## config.mk

```make
export PLATFORM = sky130hd
export DESIGN_NAME = noc_input_arbiter
export DESIGN_NICKNAME = d
export VERILOG_FILES = /design/src/rtl/noc_pkg.sv /design/src/rtl/noc_input_arbiter_rr_arbiter.sv /design/src/rtl/noc_input_arbiter.sv
export SDC_FILE = /design/constraint.sdc
export NUM_CORES = 1
export LEC_CHECK = 0
export CAP_MARGIN = 20
export CORE_MARGIN = 1.5
export CORE_UTILIZATION = 51
export CTS_CLUSTER_SIZE = 12
export DETAILED_ROUTE_END_ITERATION = 16
export PLACE_DENSITY = 0.92
export SYNTH_ARGS = -nofsm -noshare
export SYNTH_HDL_FRONTEND = slang
export SYNTH_SLANG_ARGS = --single-unit
```

## constraint.sdc

```tcl
create_clock -name clk -period 9 [get_ports clk]
set_input_delay 2.7 -clock clk [delete_from_list [all_inputs] [get_ports clk]]
set_output_delay 2.7 -clock clk [all_outputs]
set_load 0.005 [all_outputs]
```

## src/rtl/noc_pkg.sv

```systemverilog
// Shared NoC definitions: flit layout and input port numbering.
package noc_pkg;

    localparam int DATA_W = 7;
    localparam int ADDR_W = 4;
    localparam int FLIT_W = DATA_W + ADDR_W;
    localparam int SRC_W  = 3;

    typedef struct packed {
        logic [DATA_W-1:0] data;
        logic [ADDR_W-1:0] addr;
    } flit_t;

    // Input ordering mirrors the path-computation output ordering.
    localparam int PORT_R1   = 0;
    localparam int PORT_R2   = 1;
    localparam int PORT_R3   = 2;
    localparam int PORT_R4   = 3;
    localparam int PORT_CORE = 4;

endpackage

```

## src/rtl/noc_input_arbiter_rr_arbiter.sv

```systemverilog
// Round-robin arbiter: rotating-priority search starting at rr_ptr.
// The pointer moves past the winner only when the winner is accepted.
module rr_arbiter #(
    parameter int NUM_IN = 5,
    parameter int IDX_W  = (NUM_IN > 1) ? $clog2(NUM_IN) : 1
) (
    input  logic              clk,
    input  logic              rst_n,
    input  logic [NUM_IN-1:0] req,
    input  logic              advance,
    output logic              gnt_valid,
    output logic [IDX_W-1:0]  gnt_idx
);

    logic [IDX_W-1:0] r_ptr;
    logic             w_gnt_valid;
    logic [IDX_W-1:0] w_gnt_idx;

    // Scan offsets from farthest to nearest so the nearest requester wins.
    always_comb begin
        int j;
        j           = 0;
        w_gnt_valid = 1'b0;
        w_gnt_idx   = '0;
        for (int k = NUM_IN - 1; k >= 0; k--) begin
            j = int'(r_ptr) + k;
            if (j >= NUM_IN) begin
                j = j - NUM_IN;
            end
            if (req[j]) begin
                w_gnt_valid = 1'b1;
                w_gnt_idx   = IDX_W'(j);
            end
        end
    end

    // Pointer moves to the port after the accepted winner; idle cycles hold it.
    always_ff @(posedge clk or negedge rst_n) begin
        if (!rst_n) begin
            r_ptr <= '0;
        end else if (advance && w_gnt_valid) begin
            if (w_gnt_idx == IDX_W'(NUM_IN - 1)) begin
                r_ptr <= '0;
            end else begin
                r_ptr <= w_gnt_idx + 1'b1;
            end
        end
    end

    assign gnt_valid = w_gnt_valid;
    assign gnt_idx   = w_gnt_idx;

endmodule

```

## src/rtl/noc_input_arbiter.sv

```systemverilog
// Merge stage: round-robin selects one of the router links or the core
// injection port and forwards its packet through a single output register.
// Packets pass unmodified; the address field is never inspected.
module noc_input_arbiter
    import noc_pkg::*;
#(
    parameter int WIDTH  = 11,
    parameter int NUM_IN = 5,
    parameter int CNT_W  = 16
) (
    input  logic                    clk,
    input  logic                    rst_n,
    input  logic [NUM_IN-1:0]       in_valid,
    input  logic [NUM_IN*WIDTH-1:0] in_data,
    output logic [NUM_IN-1:0]       in_ready,
    output logic                    out_valid,
    output logic [WIDTH-1:0]        out_data,
    output logic [SRC_W-1:0]        out_src,
    input  logic                    out_ready,
    output logic [CNT_W-1:0]        pkt_count
);

    localparam int IDX_W = (NUM_IN > 1) ? $clog2(NUM_IN) : 1;

    logic                r_out_valid;
    logic [WIDTH-1:0]    r_out_data;
    logic [SRC_W-1:0]    r_out_src;
    logic [CNT_W-1:0]    r_pkt_count;

    logic                w_can_load;
    logic                w_load;
    logic                w_gnt_valid;
    logic [IDX_W-1:0]    w_gnt_idx;
    logic [NUM_IN-1:0]   w_in_ready;

    assign w_can_load = !r_out_valid || out_ready;
    assign w_load     = w_can_load && w_gnt_valid;

    rr_arbiter #(
        .NUM_IN (NUM_IN),
        .IDX_W  (IDX_W)
    ) u_rr_arbiter (
        .clk       (clk),
        .rst_n     (rst_n),
        .req       (in_valid),
        .advance   (w_load),
        .gnt_valid (w_gnt_valid),
        .gnt_idx   (w_gnt_idx)
    );

    // One-hot ready to the granted port; rst_n gates it so nothing is offered during reset.
    always_comb begin
        w_in_ready = '0;
        if (rst_n && w_load) begin
            w_in_ready[w_gnt_idx] = 1'b1;
        end
    end

    // Output register: load wins over handoff so a same-edge replace keeps out_valid high.
    always_ff @(posedge clk or negedge rst_n) begin
        if (!rst_n) begin
            r_out_valid <= 1'b0;
            r_out_data  <= '0;
            r_out_src   <= '0;
        end else if (w_load) begin
            r_out_valid <= 1'b1;
            r_out_data  <= in_data[w_gnt_idx*WIDTH +: WIDTH];
            r_out_src   <= SRC_W'(w_gnt_idx);
        end else if (out_ready) begin
            r_out_valid <= 1'b0;
        end
    end

    // Counts downstream handoffs; wraps naturally at 2^CNT_W.
    always_ff @(posedge clk or negedge rst_n) begin
        if (!rst_n) begin
            r_pkt_count <= '0;
        end else if (r_out_valid && out_ready) begin
            r_pkt_count <= r_pkt_count + 1'b1;
        end
    end

    assign in_ready  = w_in_ready;
    assign out_valid = r_out_valid;
    assign out_data  = r_out_data;
    assign out_src   = r_out_src;
    assign pkt_count = r_pkt_count;

endmodule

```

**Word level (Yosys, flattened, before mapping)**

Index checks and enable logic that the tools add are counted.

- Shift-type cells: 1
- Reduce and logical (&&, ||, !) cells: 8
- Magnitude comparators: 12
- Multipliers: 1
- Add/sub/neg operators: 11
- Equal/unequal tests: 1
- Mux-type cells: 36

Operators with widths:

| kind | count |
|---|---|
| $lt 32x5->1 const B | 5 |
| $mux 32 | 5 |
| $ge 32x4->1 const B | 4 |
| $sub 32x4->32 const B | 4 |
| $shiftx 55x8->11 | 1 |
| $mux 1 | 18 |
| $mux 3 | 6 |
| $add 16x1->16 const B | 1 |
| $bmux 1 s3 | 5 |
| $add 3x2->4 const B | 2 |
| $mul 3x4->7 const B | 1 |
| $logic_and 1x1->1 | 5 |
| $mux 5 | 1 |
| $add 3x1->4 const B | 1 |
| $add 3x3->4 const B | 1 |
| $lt 3x4->1 const B | 1 |
| $sub 3x3->4 const B | 1 |
| $add 3x1->3 const B | 1 |
| $demux 1 s3 | 1 |
| $eq 3x3->1 const B | 1 |
| $ge 3x1->1 const B | 1 |
| $ge 3x3->1 const B | 1 |
| $reduce_bool 2->1 | 1 |
| $logic_not 1->1 | 1 |
| $logic_or 1x1->1 | 1 |

- Input port bits: 63
- Logic and storage cells: 75
- Bits in registers: 34
- Output and inout bits: 36

**Depth between registers and ports, before layout**

- Depth after elaboration: 16
- Gate-level depth with buffers: 17
- Gate-level depth less buffers: 13

**Hierarchy**

Synthesis repeated with hierarchy kept, for this count alone.

- Cell total of the unflattened synthesis: 358
- Area, all modules: 3300.7 µm²

By module, submodules not included:

| module | area each (µm²) | times used | seq. area each (µm²) | cells each |
|---|---|---|---|---|
| noc_input_arbiter | 1816.7 | 1 | 775.7 | 163 |
| rr_arbiter | 1483.9 | 1 | 75.1 | 195 |

**Worst setup path before layout**

OpenSTA, ideal clock, no wires.

- Path type: input to output
- Start: in in_valid[0]
- End: out in_ready[0]
- Stages on the path: 9
- Arrival time: 4645 ps
- Data required time: 6300 ps
- Buffers on the path: 1
- Slack: 1655 ps
- Cells stage by stage: nor2_1 mux2_4 a311o_1 or4b_1 a21o_1 a31oi_4 buf_4 nand3_1 nor3_2

- Longest elaborated chain between the ends: 13
- Elaborated cells between the ends (all ways): 33
- Those cells by class: order compare: 2; mux: 28; reduce/logical: 3

RTL lines:

| item | line | RTL |
|---|---|---|
| start, declared | noc_input_arbiter.sv:13 | `input logic [NUM_IN-1:0] in_valid,` |
| $bmux 1 s3 | noc_input_arbiter_rr_arbiter.sv:30 | `if (req[j]) begin` |
| $mux 1 (not written as such) (2 in a row) | noc_input_arbiter_rr_arbiter.sv:30 |  |
| $mux 3 (5 in a row) | noc_input_arbiter_rr_arbiter.sv:30 |  |
| $lt 3x4->1 (not written as such) / $ge 3x1->1 (equally long branches) | noc_input_arbiter.sv:55 | `w_in_ready[w_gnt_idx] = 1'b1;` |
| $logic_and 1x1->1 (not written as such) | noc_input_arbiter.sv:55 |  |
| $mux 1 (not written as such) | noc_input_arbiter.sv:55 |  |
| $demux 1 s3 | noc_input_arbiter.sv:55 |  |
| $mux 5 (*) | noc_input_arbiter.sv:54 | `if (rst_n && w_load) begin` |
| end, declared | noc_input_arbiter.sv:15 | `output logic [NUM_IN-1:0] in_ready,` |

Mark *: on every way between the ends. The rest lies on a longest branch, timed or not. The select of a mux whose other input is x is not followed.

**Worst setup path after layout**

- Start: in in_valid[2]
- End: out in_ready[4]

The elaborated chain is that of the path after synthesis.

==> flow_metrics.py <==
metrics = {
    "run_status": {
        "outcome": "finished, final reports clean",
    },
    "finish": {
        "layout_commonest_cell": "clkdlybuf4s50_1",
        "area_delta_synth_final_pct": 36.6,
        "antenna_cells": 0,
        "layout_common_cells": "clkdlybuf4s50_1, dfrtp_1, nand2_1",
        "nFillCells": 452,
        "multi_input_area_um2": 2070,
        "stdcell_count": 497,
        "regArea_um2": 851,
        "drive_above_1_share_pct": 13.0,
        "layout.nets": 497,
    },
    "die": {
        "die_w_um": 80.6,
        "fp.dieH_um": 80.6,
        "core-area_um2": 5850,
        "io_pins": 99,
        "die_area_um2": 6490,
        "fp-row-count": 28,
        "initial_utilization_pct": 52.4,
    },
    "setup_path": {
        "slowest_stage": "a2111oi_0",
        "r2r_start": "u_rr_arbiter.r_ptr[0]",
        "r2r-end": "out_data[8]",
        "crit_path_cell_trace": "clkdlybuf4s50_1, or2_2, mux4_2, nand4_1, nand2_1, a2111oi_0, or2_2, nor2b_1, clkdlybuf4s50_1",
        "rrSetupSlack_ps": 3980,
        "rr_worst_depth": 12,
        "cp-startpoint": "in_valid[2]",
        "end_kind": "output pin",
        "crit_type": "primary input to output pin",
        "cp.arrival_ps": 5860,
        "critPathMaxStageDelay_ps": 650,
        "cp-endpoint": "in_ready[4]",
        "cp-start-kind": "primary input",
        "cp.required_ps": 6300,
        "cp_max_fo": 9,
    },
    "route": {
        "post_drt_wl_per_cell_um": 18.4,
        "vias": 3068,
        "drt-vias-per-instance": 6.17,
        "drt_first_pass_iters": 5,
        "drtIter0Drc": 176,
        "ant_nets": 0,
        "drc": 0,
        "routed_wl_mm": 9.13,
    },
    "synthesis": {
        "yosys_register_bits": 34,
        "syn_area_um2": 3070,
        "synth_nets": 407,
        "avgSynthCellArea_um2": 9.27,
        "synth-async-reset-ratio_pct": 100,
        "synth_warnings": 0,
        "synth_ff_type": "dfrtp_1",
        "syn_inst": 331,
        "ys_types": 71,
        "synth-seq-area-share_pct": 27.7,
        "synth_edf_count": 0,
    },
    "timing": {
        "setup_violations": 0,
        "maxSlewHeadroom_pct": 32.9,
        "slew_violations": 0,
        "rsz0062_at_grt": "false",
        "fmax_ghz": 0.117,
        "finClkSkew_ps": 4.28,
        "worst_slew_pin_slew_ps": 1000,
        "period_share_pct": 95.1,
        "period_needed_ps": 8560,
        "finalHoldViolations": 0,
        "tns_ps": 0,
    },
    "global_route": {
        "grt_use_total_pct": 28.7,
        "antenna_found_initial": 0,
        "grt_first_pass_wirelength_mm": 14.5,
        "grt_pass1_vias": 3105,
        "grt_max_degree": 37,
        "overflow": 0,
    },
    "placement": {
        "place_congestion": 0.978,
        "dp_hpwl_mm": 6.65,
        "portBuffers": 98,
        "dp_cells": 488,
    },
    "cts": {
        "cts_root_buffer": "clkbuf_8",
        "cts_tree": "built",
        "clock-sinks": 34,
        "ctsResizeCount": 0,
        "post_cts_buffers": 0,
        "numCtsBuffers": 5,
        "cts_max_path_buffers": 2,
        "cts.htree.levels": 2,
        "hold_buffers": 0,
        "insertion_delay_ps": 300,
        "clk_pin_slew_worst_paths_ps": 80,
    },
    "pwr": {
        "p_per_area_nw_per_um2": 474,
        "leakage_nw": 1.70,
        "peakVddDrop_mv": 0.264,
    },
    "run": {
        "drv_cap": 0,
    },
    "hold_path": {
        "min_path_type": "register to register",
    },
}
per-layer routing:
layer,up-vias,GRT usage [%],wire (µm)
li1,1431,-,-
met1,1453,34.6,3580
met2,154,48.3,4580
met3,30,6.25,705
met4,0,13.8,261
met5,-,0,0
sequential cells by signal (all words and copies together), names as in the netlist:
name                count
out_data               11
out_src                 3
out_valid               1
u_rr_arbiter.r_ptr      3
pkt_count              16
layout make-up:
class / instances / share of cell area, %
clock inverters: 3 / 1.64
flip-flops and latches: 34 / 20.3
inverters: 8 / 0.716
multi-input cells: 270 / 49.4
repair buffers: 102 / 24.1
well taps: 75 / 2.24
clock buffers: 5 / 1.64
worst min-delay path by stage:
stage / slack, ps / cells after the start / startpoint / to
after floorplan: 470 / 1 / pkt_count[15] / pkt_count[15]
after global placement: 460 / 1 / pkt_count[15] / pkt_count[15]
after detailed placement: 470 / 2 / out_src[0] / out_src[0]
after CTS: 480 / 1 / pkt_count[15] / pkt_count[15]
after global routing: 520 / 1 / pkt_count[13] / pkt_count[13]
final: 480 / 1 / pkt_count[15] / pkt_count[15]
cells by family (layout without fill, tap and decap cells):
logic type	Yosys count	after routing	synth area share, %
multiplexers	22	22	8.60
adder cells (fa/ha/maj)	13	13	5.55
AND/OR/NAND/NOR	116	116	20.3
AO/OA/AOI/OAI	101	101	27.7
buffers and inverters	27	118	5.06
flip-flops	34	34	27.7
XOR/XNOR	18	18	5.14
synth_stat cells, drive strengths merged, types with 3 or more instances:
master	count	share of area [%]
a2111oi	13	3.9
a211oi	12	4.7
a21boi	12	3.3
a21o	3	0.73
a21oi	11	2.4
and2	3	0.61
and3	4	0.82
buf	15	3.6
clkbuf	4	0.49
dfrtp	34	28
ha	12	4.9
inv	8	0.98
mux2i	17	5.5
mux4	3	2.2
nand2	28	3.5
nand2b	8	1.6
nand3	9	1.5
nand4	4	0.82
nor2	25	3.1
nor2b	6	1.2
nor3	8	1.6
nor3b	4	1.1
o21ai	13	2.2
o22ai	16	3.3
or2	7	1.4
xnor2	13	3.7
xor2	5	1.4
where the power goes:
part           switching [mW]  internal, mW  leakage (nW)
sequential             0.0724         0.217         0.418
clock                  0.0630         0.111        0.0683
combinational           0.858         0.665          1.21
worst max-delay path, delay by kind of cell:
kind / cells / cell delay, ps
multiplexers: 1 / 460
AND/OR/NAND/NOR: 5 / 980
buffers and inverters: 2 / 1060
AO/OA/AOI/OAI: 1 / 650
metrics by stage:
stage | hold WS [ps] | util, % | worst slack (ps) | instance area [µm²] | power, mW
after floorplan | 468 | - | 1650 | 3070 | 1.43
after global placement | 460 | 69.1 | 595 | 4040 | 1.73
after detailed placement | 472 | 69.1 | 554 | 4040 | 1.77
after CTS | 485 | 71.5 | 484 | 4180 | 1.96
after global routing | 519 | 71.6 | 224 | 4190 | 2.11
final | 477 | 71.6 | 442 | 4190 | 1.99
(Power assumes the default switching activity.)
